$ cat src/rtl/dffre_bank_arbiter_pkg.sv
// Shared types, limits and helpers for the dffre bank write arbiter.
package dffre_arb_pkg;

    localparam int N_REQ_MIN   = 2;
    localparam int N_REQ_MAX   = 8;
    localparam int N_CELLS_MIN = 2;
    localparam int N_CELLS_MAX = 16;
    localparam int CELL_IDX_W  = $clog2(N_CELLS_MAX);

    typedef enum logic {
        IDLE  = 1'b0,
        WRITE = 1'b1
    } arb_state_t;

    // Cell index to one-hot enable, sized for the largest legal bank.
    function automatic logic [N_CELLS_MAX-1:0] onehot_dec(input logic [CELL_IDX_W-1:0] idx);
        logic [N_CELLS_MAX-1:0] v;
        v      = '0;
        v[idx] = 1'b1;
        return v;
    endfunction

endpackage

$ cat src/rtl/dffre_bank_arbiter_if.sv
// Requester/bank-side bus of the dffre bank arbiter.
// master = requester logic, slave = arbiter.
interface dffre_bank_arbiter_if #(
    parameter int N_REQ   = 4,
    parameter int N_CELLS = 8
);
    localparam int AW = $clog2(N_CELLS);

    logic                   i_Enable;
    logic [N_REQ-1:0]       i_Req;
    logic [N_REQ*AW-1:0]    i_Addr;
    logic [N_REQ-1:0]       i_D;
    logic [N_REQ-1:0]       o_Gnt;
    logic [N_CELLS-1:0]     o_CellEn;
    logic                   o_CellD;
    logic                   o_Busy;

    modport master (
        output i_Enable, i_Req, i_Addr, i_D,
        input  o_Gnt, o_CellEn, o_CellD, o_Busy
    );

    modport slave (
        input  i_Enable, i_Req, i_Addr, i_D,
        output o_Gnt, o_CellEn, o_CellD, o_Busy
    );

endinterface

$ cat src/rtl/dffre_bank_arbiter_rr_pick.sv
// Combinational round-robin picker: rotate the eligible vector so the
// search starts at i_ptr, take the lowest set bit, rotate the index back.
module rr_pick #(
    parameter  int N  = 4,
    localparam int PW = $clog2(N)
) (
    input  logic [N-1:0]  i_elig,
    input  logic [PW-1:0] i_ptr,
    output logic [PW-1:0] o_win,
    output logic          o_valid
);

    logic [N-1:0]  rot;
    logic [PW:0]   idx;
    logic [PW-1:0] pos;
    logic [PW:0]   sum;

    // Rotate, priority-encode, rotate back.
    always_comb begin
        rot = '0;
        idx = '0;
        for (int unsigned i = 0; i < N; i++) begin
            idx = (PW+1)'(i) + {1'b0, i_ptr};
            if (idx >= (PW+1)'(N)) begin
                idx = idx - (PW+1)'(N);
            end
            rot[i] = i_elig[idx[PW-1:0]];
        end

        pos = '0;
        for (int unsigned i = N; i > 0; i--) begin
            if (rot[i-1]) begin
                pos = PW'(i - 1);
            end
        end

        sum = {1'b0, pos} + {1'b0, i_ptr};
        if (sum >= (PW+1)'(N)) begin
            sum = sum - (PW+1)'(N);
        end
        o_win   = sum[PW-1:0];
        o_valid = |i_elig;
    end

endmodule

$ cat src/rtl/dffre_bank_arbiter.sv
// Round-robin write arbiter in front of a bank of enable-gated reset flops.
// Grants at most one requester per cycle and drives a one-hot cell enable
// plus the shared data bit for that cell; all bank-facing outputs are flops.
module dffre_bank_arbiter
    import dffre_arb_pkg::*;
#(
    parameter int N_REQ   = 4,
    parameter int N_CELLS = 8
) (
    input  logic                 clk,
    input  logic                 i_Reset,
    dffre_bank_arbiter_if.slave  bus
);

    localparam int AW = $clog2(N_CELLS);
    localparam int PW = $clog2(N_REQ);

    arb_state_t         state_q, state_d;
    logic [N_REQ-1:0]   gnt_q, gnt_d;
    logic [N_CELLS-1:0] cell_en_q, cell_en_d;
    logic               cell_d_q, cell_d_d;
    logic [PW-1:0]      ptr_q, ptr_d;

    logic [N_REQ-1:0]   elig;
    logic [PW-1:0]      win;
    logic               win_valid;
    logic [AW-1:0]      win_addr;
    logic               win_d;

    // A requester whose grant is currently showing sits out one cycle.
    always_comb begin
        elig = bus.i_Req & ~((state_q == WRITE) ? gnt_q : '0);
    end

    rr_pick #(
        .N (N_REQ)
    ) u_pick (
        .i_elig  (elig),
        .i_ptr   (ptr_q),
        .o_win   (win),
        .o_valid (win_valid)
    );

    // Select the winner's address and data slice.
    always_comb begin
        win_addr = '0;
        win_d    = 1'b0;
        for (int unsigned k = 0; k < N_REQ; k++) begin
            if (win == PW'(k)) begin
                win_addr = bus.i_Addr[k*AW +: AW];
                win_d    = bus.i_D[k];
            end
        end
    end

    // Next state and next registered outputs.
    always_comb begin
        state_d   = IDLE;
        gnt_d     = '0;
        cell_en_d = '0;
        cell_d_d  = cell_d_q;
        ptr_d     = ptr_q;
        if (bus.i_Enable && win_valid) begin
            state_d    = WRITE;
            gnt_d[win] = 1'b1;
            cell_en_d  = N_CELLS'(onehot_dec(CELL_IDX_W'(win_addr)));
            cell_d_d   = win_d;
            ptr_d      = (win == PW'(N_REQ - 1)) ? '0 : win + 1'b1;
        end
    end

    // State, pointer and output registers; reset clears the bank enables at once.
    always_ff @(posedge clk or posedge i_Reset) begin
        if (i_Reset) begin
            state_q   <= IDLE;
            gnt_q     <= '0;
            cell_en_q <= '0;
            cell_d_q  <= 1'b0;
            ptr_q     <= '0;
        end else begin
            state_q   <= state_d;
            gnt_q     <= gnt_d;
            cell_en_q <= cell_en_d;
            cell_d_q  <= cell_d_d;
            ptr_q     <= ptr_d;
        end
    end

    assign bus.o_Gnt    = gnt_q;
    assign bus.o_CellEn = cell_en_q;
    assign bus.o_CellD  = cell_d_q;
    assign bus.o_Busy   = |elig;

endmodule

$ cat src/flat_wrapper.sv
// flat-port wrapper written by rule: the top's interface ports become plain ports
module dffre_bank_arbiter_flat import dffre_arb_pkg::*;
#(
    parameter int N_REQ   = 4,
    parameter int N_CELLS = 8
)
  (clk, i_Reset, bus_i_Enable, bus_i_Req, bus_i_Addr, bus_i_D, bus_o_Gnt, bus_o_CellEn, bus_o_CellD, bus_o_Busy);
  dffre_bank_arbiter_if #(.N_REQ(N_REQ), .N_CELLS(N_CELLS)) bus_i ();
  input  logic clk;
  input  logic i_Reset;
  input wire logic [$bits(bus_i.i_Enable)-1:0] bus_i_Enable;
  input wire logic [$bits(bus_i.i_Req)-1:0] bus_i_Req;
  input wire logic [$bits(bus_i.i_Addr)-1:0] bus_i_Addr;
  input wire logic [$bits(bus_i.i_D)-1:0] bus_i_D;
  output wire logic [$bits(bus_i.o_Gnt)-1:0] bus_o_Gnt;
  output wire logic [$bits(bus_i.o_CellEn)-1:0] bus_o_CellEn;
  output wire logic [$bits(bus_i.o_CellD)-1:0] bus_o_CellD;
  output wire logic [$bits(bus_i.o_Busy)-1:0] bus_o_Busy;
  assign bus_i.i_Enable = bus_i_Enable;
  assign bus_i.i_Req = bus_i_Req;
  assign bus_i.i_Addr = bus_i_Addr;
  assign bus_i.i_D = bus_i_D;
  assign bus_o_Gnt = bus_i.o_Gnt;
  assign bus_o_CellEn = bus_i.o_CellEn;
  assign bus_o_CellD = bus_i.o_CellD;
  assign bus_o_Busy = bus_i.o_Busy;
  dffre_bank_arbiter #(.N_REQ(N_REQ), .N_CELLS(N_CELLS)) u_core (.clk(clk), .i_Reset(i_Reset), .bus(bus_i));
endmodule
$ cat config.mk
export PLATFORM = sky130hd
export DESIGN_NAME = dffre_bank_arbiter_flat
export DESIGN_NICKNAME = d
export VERILOG_FILES = /design/src/rtl/dffre_bank_arbiter_pkg.sv /design/src/rtl/dffre_bank_arbiter_if.sv /design/src/rtl/dffre_bank_arbiter_rr_pick.sv /design/src/rtl/dffre_bank_arbiter.sv /design/src/flat_wrapper.sv
export SDC_FILE = /design/constraint.sdc
export NUM_CORES = 1
export LEC_CHECK = 0
export ABC_AREA = 1
export CELL_PAD_IN_SITES_DETAIL_PLACEMENT = 1
export CELL_PAD_IN_SITES_GLOBAL_PLACEMENT = 1
export CORE_MARGIN = 5
export CORE_UTILIZATION = 32
export CTS_BUF_LIST = sky130_fd_sc_hd__clkbuf_16
export DETAILED_ROUTE_END_ITERATION = 8
export MAX_ROUTING_LAYER = met4
export PLACE_DENSITY_LB_ADDON = 0.3
export SYNTH_ARGS = -nofsm -noshare
export SYNTH_HDL_FRONTEND = slang
export SYNTH_SLANG_ARGS = --single-unit
$ cat constraint.sdc
create_clock -name clk -period 3.6 [get_ports clk]
set_input_delay 0.72 -clock clk [delete_from_list [all_inputs] [get_ports clk]]
set_output_delay 0.72 -clock clk [all_outputs]
set_load 0.02 [all_outputs]
==> flow_summary.json <==
{
  "arrival_ns": 3.47,
  "drc": 0,
  "worstPathMaxFanout": 6,
  "track_usage": 0.158,
  "synth_area_leaders": "dfrtp_1 40%, nand2_1 17%, nand3_1 8.1%",
  "grt_use_met2": 0.272,
  "holdBufCountCts": 0,
  "grt.overflow.total": 0,
  "drt-pass1-iter-count": 4,
  "yosys_most_used_dff": "dfrtp_1",
  "synth_top_area_share": 0.405,
  "syn_avg_cell_area_um2": 7.39,
  "met3_usage": 0.0222,
  "worst-r2r-setup-slack_ns": 0.67,
  "clock-root-buffer": "clkbuf_16",
  "post-route-period-util": 0.915,
  "slew_violations": 0,
  "cts_buffer_depth": 2,
  "cts_tree": "yes",
  "antenna_found_initial": 0,
  "synth-warning-count": 0,
  "ios": 37,
  "layout_setup_ws_ns": 0.305,
  "maxSlewHeadroom": 0.611,
  "met1_usage": 0.172,
  "synth_edf_count": 0,
  "viasPerCell": 4.87,
  "top_usage_layer": "met2",
  "finalWirelength_um": 2880,
  "r2r_start": "u_core.ptr_q[0]$_DFFE_PP0P_",
  "crit_slowest_cell": "clkdlybuf4s50_1",
  "grt_first_pass_wirelength_um": 5000,
  "die_h_um": 65.6,
  "startpoint": "bus_i_Req[3]",
  "holdCritPathClass": "flip-flop to flip-flop",
  "dp_hpwl_um": 2450,
  "critical_path_class": "input pin to flip-flop",
  "syn_nets": 162,
  "place_ws_ns": 0.0488,
  "worst_setup_path_end_kind": "flip-flop",
  "start_kind": "input pin",
  "seq_area_frac_synth": 0.405,
  "report.final.setup_viol": 0,
  "skew_ns": 0.000559,
  "synth.ff_latch_count": 16,
  "clk_latency_ns": 0.25,
  "setup_tns_ns": 0,
  "timing.critical_path.buf_inv": 4,
  "worst_pin_slew_ns": 0.584,
  "yosysMostFrequentCell": "nand2_1",
  "routedWlPerCell_um": 14.0,
  "drv_cap": 0,
  "synth_cell_types": 19,
  "numCtsBuffers": 3,
  "rsz0062_at_grt": "no",
  "finalHoldViolations": 0,
  "vias": 1004,
  "final_antenna_net_count": 0,
  "place_inst": 203,
  "post_layout_nonfiller_instances": 206,
  "crit_chain": "clkdlybuf4s50_1 > nand3_1 > nand2_1 > nand2_1 > nand2_1 > inv_1 > a21oi_1 > ha_1 > xor2_1 > inv_1 > nand3_1 > nand2_1 > inv_2 > ha_1 > nand2_1 > o21ai_1 > nand2_1 > nand2_1 > o21ai_1 > or2_4 > nor2_2",
  "required_ns": 3.78,
  "grt_pass1_vias": 1138,
  "syn_area_um2": 990,
  "initial_utilization": 0.330,
  "hold_start": "u_core.bus.o_CellD$_DFFE_PP0P_",
  "critical_path.max_stage_delay_ns": 0.50,
  "die_w_um": 65.6,
  "drt_iter0_drc": 44,
  "antenna_cells": 0,
  "die_area_um2": 4310,
  "ys_async_sr_fraction": 1.00,
  "grt_max_degree": 17,
  "core_area_um2": 3000,
  "area_growth_pct": 48.4,
  "synth_top_cell_by_area": "dfrtp_1",
  "fin_area_um2": 1470,
  "clk_pin_slew_ns": 0.04,
  "port_buffers": 36,
  "period_minus_slack_ns": 3.29,
  "numClockSinks": 16,
  "timing.critical_path.mode_cell": "nand2_1",
  "status": "finished clean",
  "htreeDepth": 1,
  "critical_path.top_delay_family": "simple AND/OR/NAND/NOR gates",
  "layout-drive-gt1-share": 0.121,
  "dpl_cell_area_um2": 1390,
  "synthTopCellsByCount": "45 x nand2_1, 16 x dfrtp_1, 16 x nand3_1",
  "final_nets": 203,
  "fmax_mhz": 303,
  "postSynthCellCount": 134,
  "rows": 20,
  "gp_congestion": 0.899
}
## area by class of cell
type / count / area [um2]
Clock buffer: 3 / 75.1
Fill cell: 399 / 1530
Inverter: 17 / 66.3
Multi-Input combinational cell: 101 / 526
Sequential cell: 16 / 400
Tap cell: 33 / 41.3
Timing Repair Buffer: 36 / 360
## final timing paths
path,end,cells past startpoint
worst max-delay path,u_core.bus.o_CellEn[1]$_DFF_PP0_,21
worst max register to register,u_core.bus.o_CellEn[1]$_DFF_PP0_,20
worst min register to register,u_core.bus.o_CellD$_DFFE_PP0P_,2
max in group asynchronous,u_core.ptr_q[0]$_DFFE_PP0P_,2
worst min-delay path,u_core.bus.o_CellD$_DFFE_PP0P_,2
min in group asynchronous,u_core.bus.o_CellEn[7]$_DFF_PP0_,2
## metrics by stage
stage / util / hold WS, ns
after floorplan: - / 0.583
after global placement: 0.463 / 0.489
after detailed placement: 0.463 / 0.503
after CTS: 0.488 / 0.516
after global routing: 0.489 / 0.558
final: 0.489 / 0.507
## routing by layer
| layer | share of wire | up-vias | wire (um) |
|---|---|---|---|
| met5 | 0 | - | 0 |
| met3 | 0.040 | 5 | 114 |
| met1 | 0.43 | 461 | 1230 |
| li1 | - | 503 | - |
| met4 | 0.022 | 0 | 63 |
| met2 | 0.51 | 35 | 1470 |
## state kept, by name, summed over array words and instances (netlist names)
| register | cells |
|---|---|
| u_core.bus.o_Gnt | 4 |
| u_core.ptr_q | 2 |
| u_core.bus.o_CellEn | 8 |
| u_core.bus.o_CellD | 1 |
| u_core.state_q | 1 |
## kinds of logic after synthesis
group	share of synthesized area
flops	0.405
buf+inv	0.0670
simple gates	0.370
fa+ha+maj	0.0632
xor+xnor	0.00885
compound gates	0.0860
## cells in the final DEF, fill, tap and decap left out
cell type	n
xor2_1	1
ha_2	1
or2_4	1
nor2_4	1
inv_2	6
ha_1	4
inv_4	1
nand2_2	3
nor2_8	1
a21oi_1	5
clkdlybuf4s50_1	36
inv_1	8
nor2_2	4
nand3_1	16
o211ai_1	4
o21ai_0	1
clkbuf_16	3
nand2_1	45
dfrtp_1	16
clkinv_1	2
nor2_1	9
o21ai_1	5
## what timing repair did
item	4_1_cts	5_1_grt
setup endpoints to repair	0	4
gates resized for setup	0	1
hold endpoints to repair	0	0
buffers inserted	0	0
## tightest hold or removal path, cell delays in order, from the launching register on
cell and delay [ns]:
dfrtp_1 0.35, nand2_1 0.06, nand2_1 0.06
Power is not shown: default switching activity piles up to over one toggle a cycle in this logic, so the estimate is an artifact.
